## src/rtl/ide_mgmt_bridge_if.sv

```systemverilog
// Bundle of the IDE management bus and host streaming port of the bridge.
// master = bridge side, slave = host/IDE environment side.
interface ide_mgmt_bridge_if;
    logic [5:0]  ide_req;
    logic [4:0]  ide_address;
    logic        ide_write;
    logic [15:0] ide_writedata;
    logic        ide_read;
    logic [15:0] ide_readdata;
    logic        hst_start;
    logic        hst_dir;
    logic        hst_port;
    logic [3:0]  hst_reg;
    logic        hst_inc;
    logic [8:0]  hst_count;
    logic        hst_push;
    logic [15:0] hst_wdata;
    logic        hst_pop;
    logic [15:0] hst_rdata;
    logic        hst_rvalid;
    logic        hst_wready;
    logic        hst_busy;
    logic        hst_done;
    logic        hst_err;
    logic [1:0]  req_pending;
    logic [1:0]  req_ack;
    logic        host_irq;

    modport master (
        input  ide_req, ide_readdata, hst_start, hst_dir, hst_port, hst_reg, hst_inc,
               hst_count, hst_push, hst_wdata, hst_pop, req_ack,
        output ide_address, ide_write, ide_writedata, ide_read, hst_rdata, hst_rvalid,
               hst_wready, hst_busy, hst_done, hst_err, req_pending, host_irq
    );

    modport slave (
        output ide_req, ide_readdata, hst_start, hst_dir, hst_port, hst_reg, hst_inc,
               hst_count, hst_push, hst_wdata, hst_pop, req_ack,
        input  ide_address, ide_write, ide_writedata, ide_read, hst_rdata, hst_rvalid,
               hst_wready, hst_busy, hst_done, hst_err, req_pending, host_irq
    );
endinterface

```

## src/rtl/ide_mgmt_bridge.sv

```systemverilog
// ide_bridge_fifo: generic synchronous word FIFO with flush, show-ahead head word.
// Latency: push visible at head the cycle after; pop takes effect at the clock edge.
// Backpressure: push when full is dropped unless a pop frees the slot that cycle; pop when empty ignored.
module ide_bridge_fifo #(
    parameter int AW = 3,
    parameter int DW = 16
) (
    input  logic          clk,
    input  logic          rst_n,
    input  logic          clr,
    input  logic          push_vld,
    input  logic [DW-1:0] push_dat,
    input  logic          pop_vld,
    output logic [DW-1:0] head_dat,
    output logic          empty,
    output logic          full
);
    localparam int DEPTH = 1 << AW;

    logic [DW-1:0] mem [DEPTH];
    logic [AW-1:0] wr_ptr;
    logic [AW-1:0] rd_ptr;
    logic [AW:0]   occ;
    logic          do_push;
    logic          do_pop;

    assign empty    = (occ == '0);
    assign full     = (occ == (AW+1)'(DEPTH));
    assign do_pop   = pop_vld && !empty;
    assign do_push  = push_vld && (!full || do_pop);
    assign head_dat = mem[rd_ptr];

    always_ff @(posedge clk or negedge rst_n) begin
        if (!rst_n) begin
            wr_ptr <= '0;
            rd_ptr <= '0;
            occ    <= '0;
        end else if (clr) begin
            wr_ptr <= '0;
            rd_ptr <= '0;
            occ    <= '0;
        end else begin
            if (do_push) wr_ptr <= wr_ptr + 1'b1;
            if (do_pop)  rd_ptr <= rd_ptr + 1'b1;
            occ <= occ + {{AW{1'b0}}, do_push} - {{AW{1'b0}}, do_pop};
        end
    end

    always_ff @(posedge clk) begin
        if (do_push && !clr) mem[wr_ptr] <= push_dat;
    end
endmodule

// ide_mgmt_bridge: host-side burst sequencer for the IDE management bus with word FIFO and request latch.
// Latency: reads 2 cycles/word (strobe then capture), writes 1 word/cycle; hst_busy rises the cycle after start.
// Backpressure: reads stall while FIFO full, writes while empty; `define IDE_BRIDGE_TIMEOUT_EN adds a stall watchdog.
module ide_mgmt_bridge #(
    parameter int          FIFO_AW        = 3,
    parameter logic [23:0] TIMEOUT_CYCLES = 24'd1000000
) (
    input  logic                  clk,
    input  logic                  rst_n,
    ide_mgmt_bridge_if.master     bus
);
    typedef enum logic [2:0] {IDLE, RD_ISSUE, RD_CAPT, WR_ISSUE, FINISH} state_t;

    state_t      state_q, state_d;
    logic        port_q, dir_q, inc_q;
    logic [3:0]  reg_q, reg_d, reg_step;
    logic [9:0]  cnt_q, cnt_d;
    logic        start_acc;
    logic        rd_stb, wr_stb;
    logic        eng_push, eng_pop;
    logic        fifo_push, fifo_pop, fifo_empty, fifo_full;
    logic [15:0] fifo_push_dat, fifo_head;
    logic        timeout_hit;
    logic [5:0]  req_prev;
    logic [1:0]  req_pend, req_set;

    assign start_acc = bus.hst_start && (state_q == IDLE);
    assign reg_step  = inc_q ? reg_q + 4'd1 : reg_q;

    always_ff @(posedge clk or negedge rst_n) begin
        if (!rst_n) begin
            state_q <= IDLE;
            port_q  <= 1'b0;
            dir_q   <= 1'b0;
            inc_q   <= 1'b0;
            reg_q   <= 4'd0;
            cnt_q   <= 10'd0;
        end else begin
            state_q <= state_d;
            reg_q   <= reg_d;
            cnt_q   <= cnt_d;
            if (start_acc) begin
                port_q <= bus.hst_port;
                dir_q  <= bus.hst_dir;
                inc_q  <= bus.hst_inc;
            end
        end
    end

    always_comb begin
        state_d  = state_q;
        reg_d    = reg_q;
        cnt_d    = cnt_q;
        rd_stb   = 1'b0;
        wr_stb   = 1'b0;
        eng_push = 1'b0;
        eng_pop  = 1'b0;
        case (state_q)
            IDLE: begin
                if (start_acc) begin
                    reg_d   = bus.hst_reg;
                    cnt_d   = (bus.hst_count == 9'd0) ? 10'd512 : {1'b0, bus.hst_count};
                    state_d = bus.hst_dir ? WR_ISSUE : RD_ISSUE;
                end
            end
            RD_ISSUE: begin
                if (timeout_hit) begin
                    cnt_d   = 10'd0;
                    state_d = FINISH;
                end else if (!fifo_full && cnt_q != 10'd0) begin
                    rd_stb  = 1'b1;
                    state_d = RD_CAPT;
                end
            end
            RD_CAPT: begin
                eng_push = 1'b1;
                cnt_d    = cnt_q - 10'd1;
                reg_d    = reg_step;
                state_d  = (cnt_q == 10'd1) ? FINISH : RD_ISSUE;
            end
            WR_ISSUE: begin
                if (timeout_hit) begin
                    cnt_d   = 10'd0;
                    state_d = FINISH;
                end else if (!fifo_empty) begin
                    eng_pop = 1'b1;
                    wr_stb  = 1'b1;
                    cnt_d   = cnt_q - 10'd1;
                    reg_d   = reg_step;
                    if (cnt_q == 10'd1) state_d = FINISH;
                end
            end
            FINISH:  state_d = IDLE;
            default: state_d = IDLE;
        endcase
    end

    // The FIFO direction follows the burst: engine fills it on reads, host fills it on writes.
    assign fifo_push     = eng_push || (bus.hst_push && dir_q && state_q == WR_ISSUE);
    assign fifo_pop      = eng_pop || (bus.hst_pop && !dir_q);
    assign fifo_push_dat = dir_q ? bus.hst_wdata : bus.ide_readdata;

    ide_bridge_fifo #(.AW(FIFO_AW), .DW(16)) u_fifo (
        .clk      (clk),
        .rst_n    (rst_n),
        .clr      (start_acc),
        .push_vld (fifo_push),
        .push_dat (fifo_push_dat),
        .pop_vld  (fifo_pop),
        .head_dat (fifo_head),
        .empty    (fifo_empty),
        .full     (fifo_full)
    );

    assign bus.ide_read      = rd_stb;
    assign bus.ide_write     = wr_stb;
    assign bus.ide_address   = {port_q, reg_q};
    assign bus.ide_writedata = wr_stb ? fifo_head : 16'd0;
    assign bus.hst_rdata     = fifo_head;
    assign bus.hst_rvalid    = !dir_q && !fifo_empty;
    assign bus.hst_wready    = (state_q == WR_ISSUE) && !fifo_full;
    assign bus.hst_busy      = (state_q != IDLE);
    assign bus.hst_done      = (state_q == FINISH);

`ifdef IDE_BRIDGE_TIMEOUT_EN
    logic [23:0] wd_q;
    logic        err_q;
    logic        stalled;

    assign stalled     = (state_q == RD_ISSUE && fifo_full) || (state_q == WR_ISSUE && fifo_empty);
    assign timeout_hit = stalled && (wd_q >= TIMEOUT_CYCLES - 24'd1);

    always_ff @(posedge clk or negedge rst_n) begin
        if (!rst_n) begin
            wd_q  <= 24'd0;
            err_q <= 1'b0;
        end else begin
            if (start_acc)        err_q <= 1'b0;
            else if (timeout_hit) err_q <= 1'b1;
            if (!stalled || timeout_hit) wd_q <= 24'd0;
            else                         wd_q <= wd_q + 24'd1;
        end
    end

    assign bus.hst_err = err_q;
`else
    logic [23:0] unused_timeout_cfg;
    assign unused_timeout_cfg = TIMEOUT_CYCLES;
    assign timeout_hit        = 1'b0;
    assign bus.hst_err        = 1'b0;
`endif

    // A request event is a change of a port's code to a nonzero value.
    assign req_set[0] = (bus.ide_req[2:0] != req_prev[2:0]) && (bus.ide_req[2:0] != 3'd0);
    assign req_set[1] = (bus.ide_req[5:3] != req_prev[5:3]) && (bus.ide_req[5:3] != 3'd0);

    always_ff @(posedge clk or negedge rst_n) begin
        if (!rst_n) begin
            req_prev <= 6'd0;
            req_pend <= 2'd0;
        end else begin
            req_prev <= bus.ide_req;
            req_pend <= (req_pend & ~bus.req_ack) | req_set;
        end
    end

    assign bus.req_pending = req_pend;
    assign bus.host_irq    = |req_pend;
endmodule

```

## src/flat_wrapper.sv

```systemverilog
// flat-port wrapper written by rule: the top's interface ports become plain ports
module ide_mgmt_bridge_flat 
#(
    parameter int          FIFO_AW        = 3,
    parameter logic [23:0] TIMEOUT_CYCLES = 24'd1000000
)
  (clk, rst_n, bus_ide_req, bus_ide_readdata, bus_hst_start, bus_hst_dir, bus_hst_port, bus_hst_reg, bus_hst_inc, bus_hst_count, bus_hst_push, bus_hst_wdata, bus_hst_pop, bus_req_ack, bus_ide_address, bus_ide_write, bus_ide_writedata, bus_ide_read, bus_hst_rdata, bus_hst_rvalid, bus_hst_wready, bus_hst_busy, bus_hst_done, bus_hst_err, bus_req_pending, bus_host_irq);
  ide_mgmt_bridge_if bus_i ();
  input  logic clk;
  input  logic rst_n;
  input wire logic [$bits(bus_i.ide_req)-1:0] bus_ide_req;
  input wire logic [$bits(bus_i.ide_readdata)-1:0] bus_ide_readdata;
  input wire logic [$bits(bus_i.hst_start)-1:0] bus_hst_start;
  input wire logic [$bits(bus_i.hst_dir)-1:0] bus_hst_dir;
  input wire logic [$bits(bus_i.hst_port)-1:0] bus_hst_port;
  input wire logic [$bits(bus_i.hst_reg)-1:0] bus_hst_reg;
  input wire logic [$bits(bus_i.hst_inc)-1:0] bus_hst_inc;
  input wire logic [$bits(bus_i.hst_count)-1:0] bus_hst_count;
  input wire logic [$bits(bus_i.hst_push)-1:0] bus_hst_push;
  input wire logic [$bits(bus_i.hst_wdata)-1:0] bus_hst_wdata;
  input wire logic [$bits(bus_i.hst_pop)-1:0] bus_hst_pop;
  input wire logic [$bits(bus_i.req_ack)-1:0] bus_req_ack;
  output wire logic [$bits(bus_i.ide_address)-1:0] bus_ide_address;
  output wire logic [$bits(bus_i.ide_write)-1:0] bus_ide_write;
  output wire logic [$bits(bus_i.ide_writedata)-1:0] bus_ide_writedata;
  output wire logic [$bits(bus_i.ide_read)-1:0] bus_ide_read;
  output wire logic [$bits(bus_i.hst_rdata)-1:0] bus_hst_rdata;
  output wire logic [$bits(bus_i.hst_rvalid)-1:0] bus_hst_rvalid;
  output wire logic [$bits(bus_i.hst_wready)-1:0] bus_hst_wready;
  output wire logic [$bits(bus_i.hst_busy)-1:0] bus_hst_busy;
  output wire logic [$bits(bus_i.hst_done)-1:0] bus_hst_done;
  output wire logic [$bits(bus_i.hst_err)-1:0] bus_hst_err;
  output wire logic [$bits(bus_i.req_pending)-1:0] bus_req_pending;
  output wire logic [$bits(bus_i.host_irq)-1:0] bus_host_irq;
  assign bus_i.ide_req = bus_ide_req;
  assign bus_i.ide_readdata = bus_ide_readdata;
  assign bus_i.hst_start = bus_hst_start;
  assign bus_i.hst_dir = bus_hst_dir;
  assign bus_i.hst_port = bus_hst_port;
  assign bus_i.hst_reg = bus_hst_reg;
  assign bus_i.hst_inc = bus_hst_inc;
  assign bus_i.hst_count = bus_hst_count;
  assign bus_i.hst_push = bus_hst_push;
  assign bus_i.hst_wdata = bus_hst_wdata;
  assign bus_i.hst_pop = bus_hst_pop;
  assign bus_i.req_ack = bus_req_ack;
  assign bus_ide_address = bus_i.ide_address;
  assign bus_ide_write = bus_i.ide_write;
  assign bus_ide_writedata = bus_i.ide_writedata;
  assign bus_ide_read = bus_i.ide_read;
  assign bus_hst_rdata = bus_i.hst_rdata;
  assign bus_hst_rvalid = bus_i.hst_rvalid;
  assign bus_hst_wready = bus_i.hst_wready;
  assign bus_hst_busy = bus_i.hst_busy;
  assign bus_hst_done = bus_i.hst_done;
  assign bus_hst_err = bus_i.hst_err;
  assign bus_req_pending = bus_i.req_pending;
  assign bus_host_irq = bus_i.host_irq;
  ide_mgmt_bridge #(.FIFO_AW(FIFO_AW), .TIMEOUT_CYCLES(TIMEOUT_CYCLES)) u_core (.clk(clk), .rst_n(rst_n), .bus(bus_i));
endmodule
```

## config.mk

```make
export PLATFORM = sky130hd
export DESIGN_NAME = ide_mgmt_bridge_flat
export DESIGN_NICKNAME = d
export VERILOG_FILES = /design/src/rtl/ide_mgmt_bridge_if.sv /design/src/rtl/ide_mgmt_bridge.sv /design/src/flat_wrapper.sv
export SDC_FILE = /design/constraint.sdc
export NUM_CORES = 1
export LEC_CHECK = 0
export ABC_AREA = 1
export BUFFER_PORTS_ARGS = -buffer_cell sky130_fd_sc_hd__buf_2
export CORE_ASPECT_RATIO = 1.25
export CORE_MARGIN = 2
export CORE_UTILIZATION = 44
export DETAILED_ROUTE_END_ITERATION = 10
export GPL_ROUTABILITY_DRIVEN = 1
export GPL_TIMING_DRIVEN = 0
export SLEW_MARGIN = 40
export SYNTH_ARGS = -nofsm -noshare
export SYNTH_HDL_FRONTEND = slang
export SYNTH_SLANG_ARGS = --single-unit
```

## constraint.sdc

```tcl
create_clock -name clk -period 4.46 [get_ports clk]
set_clock_uncertainty 0.05 [all_clocks]
set_input_delay 0.892 -clock clk [delete_from_list [all_inputs] [get_ports clk]]
set_output_delay 0.892 -clock clk [all_outputs]
set_load 0.01 [all_outputs]
```

Word-level counts from Yosys, hierarchy flattened
Memory sizes are Yosys's and may differ from the RTL's.
Cells that the tools add are included.
- $add $sub $neg: 6
- multiply operators: 0
- div/mod/pow operators: 0
- magnitude comparators: 0
- equality and inequality tests: 12
- shifts and indexed selects: 0
- multiplexer cells: 29
- bitwise logic cells: 3
- reduce and logical (&&, ||, !) cells: 32
- operator list (cell ; number):
    2-to-1 mux 16 bit ; 2
    2-to-1 mux 10 bit ; 3
    case mux 10 bit (3 select lines) ; 1
    2-to-1 mux 3 bit ; 9
    2-to-1 mux 4 bit ; 4
    logical AND 1 bit ; 12
    case mux 3 bit (4 select lines) ; 1
    case mux 4 bit (3 select lines) ; 1
    nonzero test 3 bit ; 4
    == test 10 x 1 -> 1 bit, second input constant ; 1
    nonzero test 10 bit ; 1
    subtractor 10 x 1 -> 10 bit, second input constant ; 1
    logical NOT 9 bit ; 1
    2-to-1 mux 1 bit ; 7
    adder 3 x 1 -> 3 bit, second input constant ; 2
    == test 3 x 2 -> 1 bit, second input constant ; 2
    != test 3 bit ; 2
    adder 4 x 1 -> 4 bit ; 1
    adder 4 x 1 -> 4 bit, second input constant ; 1
    == test 4 bit, second input constant ; 1
    logical NOT 1 bit ; 4
    logical NOT 4 bit ; 1
    != test 2 x 1 -> 1 bit, second input constant ; 2
    != test 2 bit, second input constant ; 2
    13 further kinds ; 16
- bits in registers: 38
- bits in latches: 0
- bits in writable memories: 128
- ROM bits: 0
- input bits: 61
- output and inout port bits: 47
- memories: 1
- memory list (name ; depth ; bits a word ; read ports ; clocked after Yosys merged registers in ; wr ports ; line ; text):
    u_core.u_fifo.mem ; 8 ; 16 ; 1 ; 0 ; 1 ; ide_mgmt_bridge.sv:20 ; logic [DW-1:0] mem [DEPTH];

Longest topological paths before layout
- depth in word-level cells: 10
- gate-level depth with buffers: 14
- mapped depth without buffers: 14

Modules after synthesis
Synthesis repeated with hierarchy kept, for this count alone.
- cells, all modules: 768
- area, all modules: 7898.8 sq um
- by module, submodules not included (module ; instances ; cells each ; area each (sq um)):
    ide_bridge_fifo ; 1 ; 481 ; 5733.0
    ide_mgmt_bridge ; 1 ; 287 ; 2165.8

Worst setup path after synthesis
No wires, ideal clock.
- kind: input to register
- start: input bus_hst_pop
- end: memory u_core.u_fifo.mem[1][0] (enable)
- arrival time: 2.158 ns
- required time: 4.022 ns
- setup slack: 1.864 ns
- cell stages on the path: 8
- buffers on the path: 0
- path through: inv_1 -> nor2_1 -> o21ai_4 -> nand2_1 -> nand2_2 -> inv_4 -> nand2_2 -> nor2_1
- cells in the longest elaborated chain, start to end: 8
- ends and longest elaborated chain (what ; line ; text):
    start, declared ; flat_wrapper.sv:21 ; input wire logic [$bits(bus_i.hst_pop)-1:0] bus_hst_pop;
    logical AND 1 bit ; ide_mgmt_bridge.sv:153 ; assign fifo_pop = eng_pop || (bus.hst_pop && !dir_q);
    logical OR 1 bit ; ide_mgmt_bridge.sv:153 ;
    logical AND 1 bit ; ide_mgmt_bridge.sv:29 ; assign do_pop = pop_vld && !empty;
    logical OR 1 bit ; ide_mgmt_bridge.sv:30 ; assign do_push = push_vld && (!full || do_pop);
    logical AND 1 bit ; ide_mgmt_bridge.sv:30 ;
    logical AND 1 bit ; ide_mgmt_bridge.sv:50 ; if (do_push && !clr) mem[wr_ptr] <= push_dat;
    2-to-1 mux 1 bit ; ide_mgmt_bridge.sv:50 ;
    2-to-1 mux 1 bit (implied by the code) ; ide_mgmt_bridge.sv:50 ;
    end, declared ; ide_mgmt_bridge.sv:20 ;
Every way passes these cells.

Worst setup path after layout
- start: register u_core.u_fifo.rd_ptr[1]
- end: output bus_ide_writedata[8]
- cells in the longest elaborated chain, start to end: 2
- ends and longest elaborated chain (what ; line ; text):
    start, declared ; ide_mgmt_bridge.sv:22 ; logic [AW-1:0] rd_ptr;
    start signal, assigned ; ide_mgmt_bridge.sv:44 ; if (do_pop) rd_ptr <= rd_ptr + 1'b1;
    memory read (8 x 16 bit) ; -- ;
    2-to-1 mux 16 bit ; ide_mgmt_bridge.sv:171 ; assign bus.ide_writedata = wr_stb ? fifo_head : 16'd0;
    end, declared ; flat_wrapper.sv:25 ; output wire logic [$bits(bus_i.ide_writedata)-1:0] bus_ide_writedata;
Every way passes these cells.

==> results.yml <==
status:
  status: "finished clean"
routing:
  num_vias: 5644
  drt_iter0_markers: 411
  avgViaCountPerCell: 5.32
  drc: 0
  totalWireLength_mm: 18.7
  wl_per_cell_um: 17.7
  ant_nets: 0
  drt_first_pass_iters: 5
cts:
  cts_tree: "yes"
  clock_path_buffers: 2
  cts_setup_buffers: 0
  ctsHtreeMaxLevel: 4
  clockRootBuffer: "clkbuf_16"
  path_clk_slew_ns: 0.06
  cts-resized-gates: 0
  cts_made_buffers: 17
  clkLatencyLatePin_ns: 0.42
  cts.sink_count: 166
  ctsHoldBuffers: 0
yosys:
  ys_seq_elements: 166
  netlist_area_um2: 7520
  postSynth.asyncResetShare_pct: 22.9
  ys_top_cells_by_area: "edfxtp_1, dfrtp_1, nand2_1"
  synth-seq-area-share_pct: 63.8
  ys_warn_count: 0
  synth-edff-count: 128
  synth_cell_types: 38
  synth_top_area_share_pct: 51.1
  netlist_instances: 699
  yosys_most_used_dff: "edfxtp_1"
  avgSynthCellArea_um2: 10.8
  syn_nets: 771
  yosysTopAreaCell: "edfxtp_1"
final_layout:
  mostFrequentLayoutCell: "edfxtp_1"
  post_route_cells_drive_above_1_share_pct: 23.8
  area_delta_synth_final_pct: 19.9
  multiInputGateArea_um2: 2480
  n_fill_cell: 1491
  nets: 900
  seq_area_um2: 4790
  most-common-layout-cells: "edfxtp_1, nand2_1, buf_2, nor2_1, o21ai_0"
  antenna_cells: 0
global_routing:
  grtUsageMet2_pct: 36.7
  antenna_found_initial: 0
  met1_usage_pct: 26.0
  grt_pass1_vias: 5590
  overflow: 0
  use_met3_pct: 5.00
  grt_busiest_layer: "met2"
  grt_pass1_wl_mm: 29.0
  grt_max_degree: 39
  grt_usage_pct: 21.4
power_and_ir_drop:
  leakage_uw: 0.00369
  irDropWorstVdd_v: 0.000289
  p_per_area_nw_per_um2: 701
floorplanning:
  io_pins: 108
  die_w_um: 121
  fp.coreArea_um2: 16800
  start_util_pct: 44.8
  dieArea_um2: 18200
  chipHeight_um: 150
  core.rowCount: 53
timing:
  grt_setup_unrepaired: "no"
  hold_viol: 0
  maxSlewViolCount: 0
  min_period_over_period_pct: 74.9
  final.setup.tns_ns: 0
  setup_viol: 0
  slew_headroom_pct: 54.1
  post-route-min-period_ns: 3.34
  worst_pin_slew_ns: 0.688
  holdWs_ns: 0.383
  fmax_mhz: 299
worst_setup_path:
  critPathKind: "flop to primary output"
  cp-end-kind: "primary output"
  crit_arrival_ns: 2.40
  critPathRequiredTime_ns: 3.52
  cp_max_fo: 10
  cp-start-kind: "flop"
run:
  maxCapViolCount: 0
hold_path:
  hp-class: "input port to async pin"
placement:
  dp_hpwl_mm: 12.6
  globalplace.congestion: 0.848
  port_buffers: 106
==> flip-flops by register name, indices dropped and copies added (netlist names) <==
| signal | cells |
|---|---|
| u_core.bus.req_pending | 2 |
| u_core.cnt_q | 10 |
| u_core.dir_q | 1 |
| u_core.inc_q | 1 |
| u_core.port_q | 1 |
| u_core.reg_q | 4 |
| u_core.req_prev | 6 |
| u_core.state_q | 3 |
| u_core.u_fifo.mem | 128 |
| u_core.u_fifo.occ | 4 |
| u_core.u_fifo.rd_ptr | 3 |
| u_core.u_fifo.wr_ptr | 3 |
==> cell usage after synthesis (7+ instances only) <==
cell type  count
o22ai_1       32
o21ai_0       85
buf_2         11
a21oi_1       27
dfrtp_1       38
o21ai_1        9
ha_1          10
nor2_1        97
mux2_2        18
nand2_1      119
clkbuf_1      15
nand3_1       19
inv_1         36
edfxtp_1     128
xnor2_1        7
==> final timing paths <==
check	slack (ns)	start	to	cells after the start
max	1.12	u_core.u_fifo.rd_ptr[1]	bus_ide_writedata[8]	7
max reg2reg	2.08	u_core.u_fifo.occ[2]	u_core.u_fifo.occ[2]	12
max in group asynchronous	3.63	rst_n	u_core.cnt_q[7]	1
min	0.38	rst_n	u_core.req_prev[5]	1
min in group clk	0.46	u_core.cnt_q[9]	u_core.cnt_q[9]	2
min reg2reg	0.46	u_core.cnt_q[9]	u_core.cnt_q[9]	2
==> logic make-up (layout without fill, tap and decap cells) <==
group	Yosys count	in the layout	synth area share [%]
compound gates	160	160	11.5
fa+ha+maj	11	11	1.93
flops	166	166	63.8
buf+inv	73	214	4.11
other cells	1	1	0.0499
mux	18	18	2.70
simple gates	258	258	14.5
xor+xnor	12	12	1.40
==> per-layer routing <==
| layer | vias to the layer above | routed length [um] |
|---|---|---|
| li1 | 2693 | - |
| met1 | 2676 | 7580 |
| met3 | 40 | 1240 |
| met2 | 235 | 9390 |
| met4 | 0 | 510 |
| met5 | - | 0 |
==> critical path, cell delays in order (launching register included) <==
cell and delay (ns):
dfrtp_1 0.45, inv_1 0.18, clkbuf_1 0.52, o21ai_0 0.24, o22ai_1 0.17, nand2_1 0.11, a21oi_1 0.16, buf_2 0.14
==> stage by stage <==
step	total power (uW)	utilization, %	setup WS, ns	std cells	area [um2]
final	6320	53.8	1.12	1060	9020
after global routing	6760	53.8	0.979	1060	9020
after CTS	6340	53.8	1.18	1060	9020
after detailed placement	4910	50.4	1.65	1029	8450
after global placement	4770	49.6	1.02	1025	8330
after floorplan	3940	-	1.86	699	7520
==> area by class of cell <==
type                       count  area share, %
multi-input combinational    460           27.5
clock buffer                  20           4.84
tap                          220           3.05
timing repair buffer         110           6.58
inverter                      42           1.78
sequential                   166           53.2
clock inverter                11           1.48
buffer                        31           1.65
==> report_power, final <==
part	switching (uW)	leakage [uW]	total, uW	internal [uW]
clock	567	0.000268	1440	869
sequential	147	0.00162	2170	2020
combinational	1820	0.00180	2720	904
Power figures use the tool's default switching activity.
